### src/rtl/pll_lock_sequencer.sv
// PLL bring-up sequencer: holds the PLL in reset, waits for a stable lock, then releases system reset.
// Optional lock-loss event counter is built when PLL_LOCK_LOSS_COUNT_EN is defined.
module pll_lock_sequencer #(
  parameter int pRstHoldCycles    = 100,
  parameter int pLockStableCycles = 1024,
  parameter int pLockTimeout      = 65536,
  parameter int pMaxRetry         = 3
) (
  input  logic       iSysClk,
  input  logic       iSysRst,
  input  logic       iPllLocked,
  input  logic       iRelockReq,
  input  logic       iClrStatus,
  output logic       oPllRst,
  output logic       oSysRst,
  output logic       oRunning,
  output logic       oFail,
  output logic       oLockLost,
  output logic [3:0] oRetryCnt,
  output logic [1:0] oState,
  output logic [7:0] oLockLossCnt
);

  localparam int HOLD_W = $clog2(pRstHoldCycles + 1);
  localparam int STAB_W = $clog2(pLockStableCycles + 1);
  localparam int TOUT_W = $clog2(pLockTimeout + 1);

  typedef enum logic [1:0] {
    S_HOLD      = 2'd0,
    S_WAIT_LOCK = 2'd1,
    S_RUN       = 2'd2,
    S_FAIL      = 2'd3
  } state_t;

  state_t            r_state;
  logic              r_lk_meta;
  logic              r_lk_s;
  logic [HOLD_W-1:0] r_hold_cnt;
  logic [STAB_W-1:0] r_stable_cnt;
  logic [TOUT_W-1:0] r_tout_cnt;
  logic [3:0]        r_retry_cnt;
  logic              r_pll_rst;
  logic              r_sys_rst;
  logic              r_running;
  logic              r_fail;
  logic              r_lock_lost;
  logic              w_loss_evt;

  // Lock dropping while running; this takes priority over a same-cycle relock request.
  assign w_loss_evt = (r_state == S_RUN) && !r_lk_s;

  always_ff @(posedge iSysClk) begin
    if (iSysRst) begin
      r_lk_meta <= 1'b0;
      r_lk_s    <= 1'b0;
    end else begin
      r_lk_meta <= iPllLocked;
      r_lk_s    <= r_lk_meta;
    end
  end

  always_ff @(posedge iSysClk) begin
    if (iSysRst) begin
      r_state      <= S_HOLD;
      r_hold_cnt   <= '0;
      r_stable_cnt <= '0;
      r_tout_cnt   <= '0;
      r_retry_cnt  <= '0;
      r_pll_rst    <= 1'b1;
      r_sys_rst    <= 1'b1;
      r_running    <= 1'b0;
      r_fail       <= 1'b0;
    end else begin
      case (r_state)
        S_HOLD: begin
          if (r_hold_cnt == HOLD_W'(pRstHoldCycles - 1)) begin
            r_state      <= S_WAIT_LOCK;
            r_hold_cnt   <= '0;
            r_stable_cnt <= '0;
            r_tout_cnt   <= '0;
            r_pll_rst    <= 1'b0;
          end else begin
            r_hold_cnt <= r_hold_cnt + 1'b1;
          end
        end
        S_WAIT_LOCK: begin
          if (r_lk_s && (r_stable_cnt == STAB_W'(pLockStableCycles - 1))) begin
            r_state   <= S_RUN;
            r_sys_rst <= 1'b0;
            r_running <= 1'b1;
          end else begin
            r_stable_cnt <= r_lk_s ? r_stable_cnt + 1'b1 : '0;
            if (r_tout_cnt == TOUT_W'(pLockTimeout - 1)) begin
              r_pll_rst  <= 1'b1;
              r_hold_cnt <= '0;
              if (r_retry_cnt < 4'(pMaxRetry)) begin
                r_state     <= S_HOLD;
                r_retry_cnt <= r_retry_cnt + 1'b1;
              end else begin
                r_state <= S_FAIL;
                r_fail  <= 1'b1;
              end
            end else begin
              r_tout_cnt <= r_tout_cnt + 1'b1;
            end
          end
        end
        S_RUN: begin
          if (w_loss_evt || iRelockReq) begin
            r_state     <= S_HOLD;
            r_hold_cnt  <= '0;
            r_retry_cnt <= '0;
            r_pll_rst   <= 1'b1;
            r_sys_rst   <= 1'b1;
            r_running   <= 1'b0;
          end
        end
        S_FAIL: begin
          if (iRelockReq) begin
            r_state     <= S_HOLD;
            r_hold_cnt  <= '0;
            r_retry_cnt <= '0;
            r_fail      <= 1'b0;
          end
        end
        default: r_state <= S_HOLD;
      endcase
    end
  end

  always_ff @(posedge iSysClk) begin
    if (iSysRst) begin
      r_lock_lost <= 1'b0;
    end else if (w_loss_evt) begin
      r_lock_lost <= 1'b1;
    end else if (iClrStatus) begin
      r_lock_lost <= 1'b0;
    end
  end

`ifdef PLL_LOCK_LOSS_COUNT_EN
  logic [7:0] r_loss_cnt;

  always_ff @(posedge iSysClk) begin
    if (iSysRst) begin
      r_loss_cnt <= '0;
    end else if (w_loss_evt) begin
      if (r_loss_cnt != 8'hFF) r_loss_cnt <= r_loss_cnt + 1'b1;
    end else if (iClrStatus) begin
      r_loss_cnt <= '0;
    end
  end

  assign oLockLossCnt = r_loss_cnt;
`else
  assign oLockLossCnt = 8'h00;
`endif

  assign oPllRst   = r_pll_rst;
  assign oSysRst   = r_sys_rst;
  assign oRunning  = r_running;
  assign oFail     = r_fail;
  assign oLockLost = r_lock_lost;
  assign oRetryCnt = r_retry_cnt;
  assign oState    = r_state;

endmodule

### config.mk
export PLATFORM = sky130hd
export DESIGN_NAME = pll_lock_sequencer
export DESIGN_NICKNAME = d
export VERILOG_FILES = /design/src/rtl/pll_lock_sequencer.sv
export SDC_FILE = /design/constraint.sdc
export NUM_CORES = 1
export LEC_CHECK = 0
export BUFFER_PORTS_ARGS = -buffer_cell sky130_fd_sc_hd__buf_2
export CORE_MARGIN = 5
export CORE_UTILIZATION = 53
export DETAILED_ROUTE_END_ITERATION = 10
export PLACE_DENSITY = 0.82
export RECOVER_POWER = 50
export SLEW_MARGIN = 20
export SYNTH_ARGS = -nofsm -noshare
export SYNTH_HDL_FRONTEND = slang
export SYNTH_SLANG_ARGS = --single-unit
### constraint.sdc
create_clock -name iSysClk -period 2.2 [get_ports iSysClk]
set_input_delay 0.22 -clock iSysClk [delete_from_list [all_inputs] [get_ports iSysClk]]
set_output_delay 0.22 -clock iSysClk [all_outputs]
set_load 0.01 [all_outputs]
==> results.sh <==
export IMPL_async_reset_ff_share_pct=0
export IMPL_worst_slew_pin_slew_ps=549
export IMPL_synth_area_leaders="dfxtp_1 36%, a21oi_1 6.4%, ha_1 5.2%, nor2_1 4.2%, o21ai_0 3.6%"
export IMPL_pwr_share_clk_pct=32.4
export IMPL_overflow=0
export IMPL_ys_warn_count=0
export IMPL_drt_pass1_iter_count=5
export IMPL_synth_edf_count=0
export IMPL_synth_ff_type="dfxtp_1"
export IMPL_synth_seq_cells=48
export IMPL_holdBufCountCts=0
export IMPL_antenna_found_initial=0
export IMPL_final_cell_count_no_fill=442
export IMPL_grt_pass1_wl_mm=11.1
export IMPL_synth_cell_area_mm2=0.00267
export IMPL_hp_class="input pin to flip-flop"
export IMPL_tritoncts="built"
export IMPL_num_antenna_cells=0
export IMPL_outcome="finished with violations"
export IMPL_period_share_pct=101
export IMPL_dp_slack_ps=-65.0
export IMPL_fmax_ghz=0.450
export IMPL_pin_count=24
export IMPL_area_growth_pct=21.7
export IMPL_cpMostUsedCell="buf_4"
export IMPL_start_util_pct=55.4
export IMPL_max_slew_margin_pct=63.0
export IMPL_track_usage_pct=21.2
export IMPL_timing_final_ws_setup_ps=-23.8
export IMPL_synth_largest_area_cell="dfxtp_1"
export IMPL_clk_latency_ps=300
export IMPL_place_gp_congestion=0.870
export IMPL_rows=25
export IMPL_critPathArrivalTime_ps=2460
export IMPL_required_ps=2430
export IMPL_antenna_left=0
export IMPL_failed_checks="setup timing"
export IMPL_switching_share_pct=26.6
export IMPL_viasPerCell=5.95
export IMPL_cts_made_buffers=5
export IMPL_cp_slowest_cell="dfxtp_2"
export IMPL_root_buffer="clkbuf_8"
export IMPL_floorplan_die_area_mm2=0.00655
export IMPL_grt_pass1_vias=2427
export IMPL_dp_hpwl_mm=4.45
export IMPL_dp_cells=421
export IMPL_postSynthCellCount=327
export IMPL_internal_power_mw=1.22
export IMPL_cts_sinks=48
export IMPL_port_buffers=15
export IMPL_synth_top_area_share_pct=36.0
export IMPL_regToRegSetupSlack_ps=-20
export IMPL_crit_fanout=2
export IMPL_via_count=2632
export IMPL_top_layer="met4"
export IMPL_seq_area_frac_synth_pct=36.0
export IMPL_path_cells="ha_4, nand3_4, nor4_4, buf_4, buf_4, buf_4, buf_4, buf_4, buf_4, buf_4, buf_4, buf_4, buf_6, nor2_4, o21ai_2, a21oi_1"
export IMPL_power_density_mw_per_mm2=513
export IMPL_final_min_clock_period_ps=2220
export IMPL_final_layout_size_suffix_gt1_share_pct=26.7
export IMPL_max_cap_viol_count=0
export IMPL_startpoint_type="flip-flop"
export IMPL_setup_tns_ps=-23.8
export IMPL_wire_per_inst_um=16.0
export IMPL_slew_viol_final=0
export IMPL_crit_type="flip-flop to flip-flop"
export IMPL_nets=390
export IMPL_grt_max_degree=26
export IMPL_clk_pin_slew_worst_paths_ps=90
export IMPL_core_mm2=0.00482
export IMPL_die_height_um=80.9
export IMPL_drtIter0Drc=255
export IMPL_wl_met3_um=307
export IMPL_p_seq_share_pct=54.0
export IMPL_clockBufferDepth=2
export IMPL_routed_wl_mm=7.06
export IMPL_htreeDepth=2
export IMPL_drc=0
export IMPL_fin_skew_ps=6.44
export IMPL_hold_viol_final=0
export IMPL_leakagePower_nw=1.28
export IMPL_crit_path_end_kind="flip-flop"
export IMPL_rsz0062_at_grt="yes"
export IMPL_synthDistinctLibCells=50
export IMPL_p_sw_mw=0.443
export IMPL_setup_viol=1
export IMPL_die_x_um=80.9
export IMPL_met1Wirelength_mm=3.11
export IMPL_avgSynthCellArea_um2=8.16
export IMPL_comb_power_share_pct=13.5
export IMPL_ir_drop_mv=0.318
export IMPL_route_met2_wl_mm=3.54
export IMPL_slowest_delay_ps=350
-- logic make-up after synthesis --
logic type | share of synthesized area [%]
mux | 1.50
fa+ha+maj | 5.16
buf+inv | 6.29
simple gates | 29.5
compound gates | 21.4
other cells | 0.141
flops | 36.0
-- critical path, delay by kind of cell (launching register included) --
| kind | cells | cell delay [ps] |
|---|---|---|
| compound gates | 2 | 190 |
| fa+ha+maj | 1 | 170 |
| buf+inv | 10 | 1220 |
| flops | 1 | 350 |
| simple gates | 3 | 210 |
-- area by class of cell --
type / count / area [um^2]
clock inverters: 2 / 10.0
clock buffers: 6 / 82.6
inverters: 6 / 22.5
repair buffers: 55 / 379
multi-input cells: 258 / 1700
fillers: 378 / 1570
flip-flops and latches: 48 / 971
well taps: 67 / 83.8
-- Yosys cell counts, types with 3 or more instances --
cell,instances
nor2b_1,7
o21a_1,5
buf_6,4
nand3b_1,8
o21ai_1,7
dfxtp_1,48
and3_1,12
mux2i_1,4
buf_4,8
inv_1,6
nand2b_1,10
a21oi_1,34
nor3_1,9
o21ai_0,19
o31ai_1,4
nand4_1,3
a41oi_1,4
clkbuf_1,8
nand3_1,18
ha_1,11
nand2_1,24
nor2_1,30
a31oi_1,8
a311oi_1,3
-- per-stage QoR --
| step | util, % | hold slack (ps) | total power [mW] | instance area (um^2) |
|---|---|---|---|---|
| final | 67.4 | 134 | 1.67 | 3250 |
| after global placement | 60.7 | 434 | 1.12 | 2920 |
| after CTS | 64.7 | 134 | 1.66 | 3120 |
| after floorplan | - | 348 | 1.08 | 2710 |
| after detailed placement | 60.7 | 446 | 1.13 | 2920 |
| after global routing | 67.4 | 141 | 1.74 | 3250 |
-- registers in the layout, summed over array words and instances (netlist names), 2 cells and up --
signal	flops
r_tout_cnt	17
r_stable_cnt	11
r_hold_cnt	7
oRetryCnt	4
oState	2
-- layer usage --
layer  GRT usage, %  up-vias
met5              0        -
met4           7.09        0
met3           3.99       11
met2           36.7       91
met1           26.4     1266
li1               -     1264
-- cell usage in the layout, fill, tap and decap left out, types with 3 or more instances in the layout --
master / netlist / routed
o21a_1: 5 / 5
a41oi_1: 4 / 3
nand4_1: 3 / 3
conb_1: 1 / 8
and3_1: 12 / 11
nor2_1: 30 / 28
dfxtp_2: 0 / 8
o21ai_1: 7 / 6
ha_1: 11 / 9
a21oi_1: 34 / 34
a311oi_1: 3 / 3
nor2b_1: 7 / 7
a31oi_1: 8 / 8
nand3b_1: 8 / 8
buf_2: 2 / 15
o21ai_0: 19 / 18
o21ai_2: 1 / 3
o31ai_1: 4 / 4
mux2i_1: 4 / 4
nor3_2: 2 / 4
clkbuf_8: 0 / 6
nor3_1: 9 / 7
buf_4: 8 / 39
inv_1: 6 / 6
nand3_1: 18 / 15
nand2b_1: 10 / 8
dfxtp_1: 48 / 40
nand2_1: 24 / 24
-- final timing paths --
kind	cells after the start	end	startpoint
min reg2reg	1	r_lk_s	r_lk_meta
max	16	r_tout_cnt[14]	r_tout_cnt[1]
min	2	r_lk_meta	iPllLocked
max reg2reg	16	r_tout_cnt[14]	r_tout_cnt[1]
-- timing repair --
item	4_1_cts	5_1_grt
endpoints found under the setup margin	9	29
pin swaps	2	9
setup buffers	10	3
gates resized for setup	6	26
-- power by group through the flow --
stage / Sequential [mW] / Combinational [mW] / Clock [mW]
after floorplan: 0.919 / 0.159 / 0
after global placement: 0.919 / 0.203 / 0
after detailed placement: 0.920 / 0.206 / 0
after CTS: 0.900 / 0.210 / 0.551
after global routing: 0.903 / 0.250 / 0.589
final: 0.900 / 0.226 / 0.541
(Power assumes the default switching activity.)
